--- src/rtl/outbuf_drain_if.sv ---
// Bundles the output-FIFO read port and the result stream of the drain block.
// The master modport is the drain side. The slave modport is the FIFO/consumer side.

interface outbuf_drain_if #(
  parameter int DATA_WIDTH = 17,
  parameter int PAR_READ   = 2
);
  // FIFO side: outbuf_dout is valid whenever !outbuf_empty, and outbuf_ren pops at that edge.
  // Stream side: a word transfers on a rising edge with m_valid & m_ready both high.
  // While m_valid is high and m_ready is low, m_data and m_last hold stable.
  logic                           outbuf_empty;
  logic [PAR_READ*DATA_WIDTH-1:0] outbuf_dout;
  logic                           outbuf_ren;
  logic                           m_valid;
  logic                           m_ready;
  logic [DATA_WIDTH-1:0]          m_data;
  logic                           m_last;

  modport master (
    input  outbuf_empty, outbuf_dout, m_ready,
    output outbuf_ren, m_valid, m_data, m_last
  );

  modport slave (
    output outbuf_empty, outbuf_dout, m_ready,
    input  outbuf_ren, m_valid, m_data, m_last
  );
endinterface

--- src/rtl/outbuf_drain.sv ---
// Drains PAR_READ-word groups from the output FIFO and serialises them lane 0 first
// onto a valid/ready stream, flagging the last word and pulsing done at the end.

module outbuf_drain #(
  parameter int DATA_WIDTH = 17,
  parameter int PAR_READ   = 2,
  parameter int CNT_WIDTH  = 16
) (
  input  logic                 clk,
  input  logic                 rstn,
  input  logic                 start,
  input  logic [CNT_WIDTH-1:0] expected_cnt,
  outbuf_drain_if.master       bus,
  output logic                 busy,
  output logic                 done,
  output logic [1:0]           o_dbg_state
);

  localparam int IDX_W = (PAR_READ > 1) ? $clog2(PAR_READ) : 1;

  typedef enum logic [1:0] {
    S_IDLE  = 2'd0,
    S_FETCH = 2'd1,
    S_SEND  = 2'd2,
    S_FIN   = 2'd3
  } state_t;

  state_t                         r_state;
  logic [CNT_WIDTH-1:0]           r_remaining;
  logic [IDX_W-1:0]               r_idx;
  logic [PAR_READ*DATA_WIDTH-1:0] r_hold;
  logic [DATA_WIDTH-1:0]          r_m_data;
  logic                           r_m_valid;
  logic                           r_m_last;
  logic                           r_busy;
  logic                           r_done;

  logic [DATA_WIDTH-1:0]          w_lane [PAR_READ];
  logic [IDX_W-1:0]               w_idx_nxt;
  logic                           w_ren;
  logic                           w_fire;
  logic                           w_last_lane;
  logic                           w_final_word;

  for (genvar k = 0; k < PAR_READ; k++) begin : g_lane
    assign w_lane[k] = r_hold[k*DATA_WIDTH +: DATA_WIDTH];
  end

  // The pop is combinational so that a fall-through FIFO can pop in the same cycle it turns non-empty.
  assign w_ren        = (r_state == S_FETCH) && !bus.outbuf_empty;
  assign w_fire       = r_m_valid && bus.m_ready;
  assign w_idx_nxt    = r_idx + IDX_W'(1);
  assign w_last_lane  = (r_idx == IDX_W'(PAR_READ - 1));
  assign w_final_word = (r_remaining == CNT_WIDTH'(1));

  always_ff @(posedge clk or negedge rstn) begin
    if (!rstn) begin
      r_state     <= S_IDLE;
      r_remaining <= '0;
      r_idx       <= '0;
      r_hold      <= '0;
      r_m_data    <= '0;
      r_m_valid   <= 1'b0;
      r_m_last    <= 1'b0;
      r_busy      <= 1'b0;
      r_done      <= 1'b0;
    end else begin
      r_done <= 1'b0;
      case (r_state)
        S_IDLE: begin
          if (start) begin
            r_busy <= 1'b1;
            if (expected_cnt != '0) begin
              r_remaining <= expected_cnt;
              r_state     <= S_FETCH;
            end else begin
              r_done  <= 1'b1;
              r_state <= S_FIN;
            end
          end
        end
        S_FETCH: begin
          if (w_ren) begin
            r_hold    <= bus.outbuf_dout;
            r_idx     <= '0;
            r_m_data  <= bus.outbuf_dout[DATA_WIDTH-1:0];
            r_m_valid <= 1'b1;
            r_m_last  <= w_final_word;
            r_state   <= S_SEND;
          end
        end
        S_SEND: begin
          if (w_fire) begin
            r_remaining <= r_remaining - CNT_WIDTH'(1);
            // The count ends the run even in mid-group, so unsent lanes of the last group are dropped.
            if (w_final_word) begin
              r_m_valid <= 1'b0;
              r_m_last  <= 1'b0;
              r_done    <= 1'b1;
              r_state   <= S_FIN;
            end else if (w_last_lane) begin
              r_m_valid <= 1'b0;
              r_m_last  <= 1'b0;
              r_state   <= S_FETCH;
            end else begin
              r_idx    <= w_idx_nxt;
              r_m_data <= w_lane[w_idx_nxt];
              r_m_last <= (r_remaining == CNT_WIDTH'(2));
            end
          end
        end
        S_FIN: begin
          r_busy  <= 1'b0;
          r_state <= S_IDLE;
        end
        default: begin
          r_state <= S_IDLE;
        end
      endcase
    end
  end

  assign bus.outbuf_ren = w_ren;
  assign bus.m_valid    = r_m_valid;
  assign bus.m_data     = r_m_data;
  assign bus.m_last     = r_m_last;
  assign busy           = r_busy;
  assign done           = r_done;
  assign o_dbg_state    = r_state;

endmodule

--- src/flat_wrapper.sv ---
// flat-port wrapper written by rule: the top's interface ports become plain ports
module outbuf_drain_flat 
#(
  parameter int DATA_WIDTH = 17,
  parameter int PAR_READ   = 2,
  parameter int CNT_WIDTH  = 16
)
  (clk, rstn, start, expected_cnt, busy, done, o_dbg_state, bus_outbuf_empty, bus_outbuf_dout, bus_m_ready, bus_outbuf_ren, bus_m_valid, bus_m_data, bus_m_last);
  outbuf_drain_if #(.DATA_WIDTH(DATA_WIDTH), .PAR_READ(PAR_READ)) bus_i ();
  input  logic clk;
  input  logic rstn;
  input  logic start;
  input  logic [CNT_WIDTH-1:0] expected_cnt;
  output logic busy;
  output logic done;
  output logic [1:0] o_dbg_state;
  input wire logic [$bits(bus_i.outbuf_empty)-1:0] bus_outbuf_empty;
  input wire logic [$bits(bus_i.outbuf_dout)-1:0] bus_outbuf_dout;
  input wire logic [$bits(bus_i.m_ready)-1:0] bus_m_ready;
  output wire logic [$bits(bus_i.outbuf_ren)-1:0] bus_outbuf_ren;
  output wire logic [$bits(bus_i.m_valid)-1:0] bus_m_valid;
  output wire logic [$bits(bus_i.m_data)-1:0] bus_m_data;
  output wire logic [$bits(bus_i.m_last)-1:0] bus_m_last;
  assign bus_i.outbuf_empty = bus_outbuf_empty;
  assign bus_i.outbuf_dout = bus_outbuf_dout;
  assign bus_i.m_ready = bus_m_ready;
  assign bus_outbuf_ren = bus_i.outbuf_ren;
  assign bus_m_valid = bus_i.m_valid;
  assign bus_m_data = bus_i.m_data;
  assign bus_m_last = bus_i.m_last;
  outbuf_drain #(.DATA_WIDTH(DATA_WIDTH), .PAR_READ(PAR_READ), .CNT_WIDTH(CNT_WIDTH)) u_core (.clk(clk), .rstn(rstn), .start(start), .expected_cnt(expected_cnt), .bus(bus_i), .busy(busy), .done(done), .o_dbg_state(o_dbg_state));
endmodule
--- config.mk ---
export PLATFORM = sky130hd
export DESIGN_NAME = outbuf_drain_flat
export DESIGN_NICKNAME = d
export VERILOG_FILES = /design/src/rtl/outbuf_drain_if.sv /design/src/rtl/outbuf_drain.sv /design/src/flat_wrapper.sv
export SDC_FILE = /design/constraint.sdc
export NUM_CORES = 1
export LEC_CHECK = 0
export BUFFER_PORTS_ARGS = -buffer_cell sky130_fd_sc_hd__buf_4
export CORE_ASPECT_RATIO = 0.6
export CORE_UTILIZATION = 40
export CTS_CLUSTER_DIAMETER = 40
export DETAILED_ROUTE_END_ITERATION = 8
export GPL_TIMING_DRIVEN = 0
export PLACE_DENSITY = 0.63
export SLEW_MARGIN = 20
export SYNTH_ARGS = -nofsm -noshare
export SYNTH_HDL_FRONTEND = slang
export SYNTH_SLANG_ARGS = --single-unit
--- constraint.sdc ---
create_clock -name clk -period 2.43 [get_ports clk]
set_input_delay 0.1215 -clock clk [delete_from_list [all_inputs] [get_ports clk]]
set_output_delay 0.1215 -clock clk [all_outputs]
set_load 0.02 [all_outputs]
# After elaboration in Yosys (flattened, before gate mapping)
# Index checks and enable logic that the tools add are counted.
# op_classes
n_lt_le_gt_ge,1
div_mod_pow,0
eq_ne,12
reduce_logical,16
n_mul,0
addsub,2
shifts,0
mux,41
n_bitwise,1
# op_table
operator,n
$mux W17,7
$mux W16,3
$pmux W17 S2,1
$pmux W16 S2,1
$mux W1,17
$eq A16 B1 Y1 const B,1
$eq A16 B2 Y1 const B,1
$reduce_and A4 Y1,4
$reduce_bool A16 Y1,1
$sub A16 B1 Y16 const B,1
$mux W2,6
$pmux W1 S2,5
$ne A2 B2 Y1 const B,4
$pmux W2 S4,1
$reduce_bool A2 Y1,3
$reduce_and A5 Y1,1
$eq A2 B2 Y1 const B,2
$ne A2 B1 Y1 const B,2
$reduce_and A2 Y1,2
$ne A3 B1 Y1 const B,1
$reduce_and A3 Y1,1
$eq A2 B1 Y1 const B,1
$ge A2 B2 Y1 const B,1
$logic_and A1 B1 Y1,2
other kinds (4),4
# word_totals
ramBits,0
latchBits,0
romBits,0
n_memories,0
regBits,74
wordCells,82

# Logic depth before layout (Yosys ltp)
# depth
word_depth,9
mapped_depth,9
mapped_depth_nobuf,6

# Worst setup path before layout
# No wires, ideal clock.
# synth_timing
path_kind,register -> register
startpoint,reg u_core.r_remaining[0]
endpoint,reg u_core.r_remaining[14]
setup_ns,0.126
setup_slack_ns,0.480
n_path_buf,0
path_stages_with_launch,7
t_arrival_ns,1.824
period_less_slack_ns,1.950
cell_sequence,dfrtp_1 -> inv_1 -> ha_1 -> or3b_1 -> or4_1 -> o32a_1 -> o32a_1
# synth_via
elab_chain_len,3
# synth_rtl
item,line,rtl
from (decl),outbuf_drain.sv:29,logic [CNT_WIDTH-1:0] r_remaining;
from (signal assigned),outbuf_drain.sv:74,r_remaining <= expected_cnt;
from (signal assigned),outbuf_drain.sv:94,r_remaining <= r_remaining - CNT_WIDTH'(1);
$sub A16 B1 Y16,outbuf_drain.sv:94,
$mux W16,outbuf_drain.sv:93,if (w_fire) begin
$pmux W16 S2,outbuf_drain.sv:69,case (r_state)
# Every way passes these cells. The select of a mux whose other input is x is not followed.
# A chain may end at the register's enable or synchronous reset.

# Final worst setup path
# layout_timing
startpoint,reg u_core.r_state[0] (netlist: u_core.o_dbg_state[0])
endpoint,out bus_outbuf_ren
# layout_via
elab_chain_len,2
# layout_rtl
item,line,rtl
from (decl),outbuf_drain.sv:28,state_t r_state;
from (signal assigned),outbuf_drain.sv:58,r_state <= S_IDLE;
from (signal assigned),outbuf_drain.sv:75,r_state <= S_FETCH;
from (signal assigned),outbuf_drain.sv:78,r_state <= S_FIN;
$eq A2 B1 Y1,outbuf_drain.sv:50,assign w_ren = (r_state == S_FETCH) && !bus.outbuf_empty;
$logic_and A1 B1 Y1,outbuf_drain.sv:50,
to (decl),flat_wrapper.sv:20,output wire logic [$bits(bus_i.outbuf_ren)-1:0] bus_outbuf_ren;
# Every way passes these cells.

==> reports/metrics.csv <==
stage,metric,value,unit
yosys,synth_top_area_share,41.4,%
sta,holdWs,0.00796,ns
floorplan,rows,26,
sta,min_period_over_period,95.9,%
yosys,synth_edf_count,0,
yosys,yosys-top-cells-area,"dfrtp_1 41%, nand2_1 6.9%, mux2_2 4.4%, a211o_1 3.4%, a22o_1 3.4%",
place,port-buffer-count,78,
yosys,syn_inst,386,
detailed_routing,routed_wl,10800,um
finish,drive_above_1_share,27.3,%
pwr,power.leakage,0.00223,uW
sta,finalSetupViolations,0,
sta,layout_setup_ws,0.0985,ns
yosys,yosys.area.top_type,dfrtp_1,
yosys,synth-seq-cells,60,
detailed_routing,viasPerCell,5.64,
clocking,clkTransAtPathRegs,0.05,ns
setup_path,max_stage_delay,0.38,ns
setup_path,crit_path_start_kind,flip-flop,
place,dp_hpwl,7810,um
sta,clock.fmax,429,MHz
setup_path,critPathSlowestCell,or3_1,
global_route,grt_util_all_layers,24.4,%
detailed_routing,dr_total_vias,3438,
place,globalplace.congestion,0.898,
yosys,syn_area,0.00362,mm^2
clocking,cts_buffers,9,
floorplan,coreArea,0.00865,mm^2
place,pre_cts_slack,0.0207,ns
yosys,synthArstFlopShare,100,%
global_route,grt_pass1_wl,17400,um
floorplan,die-area,0.00946,mm^2
sta,fin_crit,2.33,ns
sta,clock-skew-final,0.00684,ns
finish,layout.nets,551,
floorplan,ioPinCount,79,
setup_path,cp_max_fo,10,
yosys,synth_flop_cell,dfrtp_1,
detailed_routing,drtIter0Drc,283,
run_status,violations,DRC,
finish,diodes,0,
floorplan,start_util,41.9,%
setup_path,endpoint_kind,primary output,
clocking,htree_levels,3,
global_route,grt_pass1_vias,3223,
sta,tns,0,ns
setup_path,cp_num_buf_inv,7,
detailed_routing,wl_per_cell,17.7,um
global_route,antenna_found_initial,0,
worst_hold_path,hold_path.class,primary input to flip-flop,
pwr,power.density,1210,mW/mm^2
run_status,outcome,"complete, but fails checks",
yosys,avgSynthCellArea,9.39,um^2
detailed_routing,dr.pass1.iters,6,
yosys,ys_warn_count,0,
pwr,ir_worst_vdd,0.573,mV
sta,tightest_slew,1.05,ns
yosys,synth_nets,444,
finish,area_growth,33.6,%
setup_path,critical_path_class,flip-flop to primary output,
setup_path,cp_top_family,buffers and inverters,
floorplan,chipWidth,125,um
finish,final_util,55.9,%
setup_path,crit_required,2.31,ns
yosys,ys_seq_area_share,41.4,%
clocking,cts.sinks,60,
clocking,postCtsSetupBuffers,0,
clocking,cts_tree,yes,
yosys,synth.distinct_cells,61,
pwr,p_total,5840,uW
global_route,grt_max_degree,61,
setup_path,worst_ep_arrival_time,2.21,ns
global_route,grt_overflow,0,
floorplan,fp.dieH,75.7,um
sta,finalMaxSlewViolations,0,
sta,rsz0062_at_grt,no,
sta,relSlewSlack,29.2,%
detailed_routing,drc,12,
clocking,insertion_delay,0.33,ns
job,maxCapViolations,0,
sta,hold_viol,0,
clocking,clock_tree.root_cell,clkbuf_16,
setup_path,crit_chain,"buf_6, inv_2, or3_1, buf_6, clkinv_8, buf_2, buf_2, buf_4",
clocking,cts_buffer_depth,2,
detailed_routing,antenna_left,0,
final timing paths:
kind | startpoint | end | slack (ns) | cells past startpoint
max | u_core.o_dbg_state[0] | bus_outbuf_ren | 0.1 | 8
min | bus_outbuf_dout[20] | u_core.r_hold[20] | 0.008 | 3
max reg2reg | u_core.r_remaining[1] | u_core.bus.m_data[14] | 0.13 | 7
min reg2reg | u_core.r_hold[28] | u_core.r_hold[28] | 0.47 | 2
max in group asynchronous | rstn | u_core.r_remaining[7] | 1.50 | 2
min in group asynchronous | rstn | u_core.r_hold[24] | 0.42 | 2
final cells by class:
class,count,area [um^2]
Multi-Input combinational cell,283,1900
Buffer,29,165
Clock inverter,4,47.5
Tap cell,112,140
Sequential cell,60,1500
Fill cell,792,3810
Inverter,14,65.1
Timing Repair Buffer,96,766
Clock buffer,12,256
Yosys cell counts (3+ instances only):
cell	instances
clkbuf_1	10
o22ai_1	4
o32a_1	7
a22o_1	14
buf_1	4
and3_1	14
nor2_1	20
a211o_1	14
nor3_1	8
o211ai_1	6
nand3_1	5
nor4b_1	3
buf_6	6
o32ai_1	3
inv_1	12
dfrtp_1	60
o21ai_0	8
ha_1	3
nor4_1	9
a21oi_1	7
or4_1	3
mux2_2	14
buf_2	9
nand2b_1	6
nor2b_1	16
nand2_1	67
a22oi_1	4
mux2i_1	8
logic make-up after synthesis:
logic type                 share of synthesized area, %
buffers and inverters                              6.35
and+or+nand+nor                                    23.9
DFF                                                41.4
AOI/OAI and AO/OA                                  20.7
adders and majority gates                          1.04
muxes                                              6.56
flip-flops by register name, indices dropped and copies added, names as in the netlist:
register,flops
u_core.r_hold,20
u_core.bus.m_data,17
u_core.busy,1
u_core.bus.m_last,1
u_core.bus.m_valid,1
u_core.o_dbg_state,2
u_core.r_remaining,16
u_core.r_idx,1
u_core.done,1
where the power goes:
group / switching, uW / total, uW / internal (uW) / leakage [uW]
Clock: 440 / 1290 / 845 / 0.000149
Sequential: 425 / 1890 / 1460 / 0.000688
Combinational: 1460 / 2660 / 1210 / 0.00139
Total: 2320 / 5840 / 3520 / 0.00223
worst reg2reg max path, cell delays in order (launching register included):
cell and delay [ns]:
dfrtp_1 0.43, inv_1 0.12, ha_1 0.22, nor4b_2 0.33, nand4_2 0.32, a21oi_4 0.38, buf_6 0.22, mux2i_1 0.20
through the flow:
step	cells	area, um^2
global placement	576	4350
floorplan	386	3620
global route	610	4840
finish	610	4840
detailed placement	576	4350
CTS	610	4840
metal layers:
metal	part of all wire (%)	wire [um]	global-route usage, %
met5	0	0	0
met3	7.5	805	5.83
met4	0.64	69	7.45
met2	41	4420	35.2
met1	51	5500	36.1
placed cells by master (no fill, tap or decap), types with 5 or more instances in the layout:
cell / netlist / layout
nand2_1: 67 / 67
nand2b_1: 6 / 6
clkbuf_16: 0 / 9
clkbuf_1: 10 / 11
a21oi_1: 7 / 7
o32a_1: 7 / 7
mux2i_1: 8 / 8
dlygate4sd3_1: 0 / 18
nand3_1: 5 / 5
dfrtp_1: 60 / 60
nor4_1: 9 / 9
mux2_2: 14 / 14
nor2b_1: 16 / 16
a22o_1: 14 / 14
buf_2: 9 / 9
buf_4: 0 / 78
o21ai_0: 8 / 8
nor3_1: 8 / 8
buf_6: 6 / 6
inv_1: 12 / 12
a211o_1: 14 / 14
and3_1: 14 / 14
o211ai_1: 6 / 6
nor2_1: 20 / 20
timing repair:
| action | in CTS | in global routing |
|---|---|---|
| hold buffers | 18 | 0 |
| endpoints found under the setup margin | 2 | 0 |
| resized for setup | 1 | 0 |
| hold endpoints to repair | 77 | 0 |
Power figures use the tool's default switching activity.
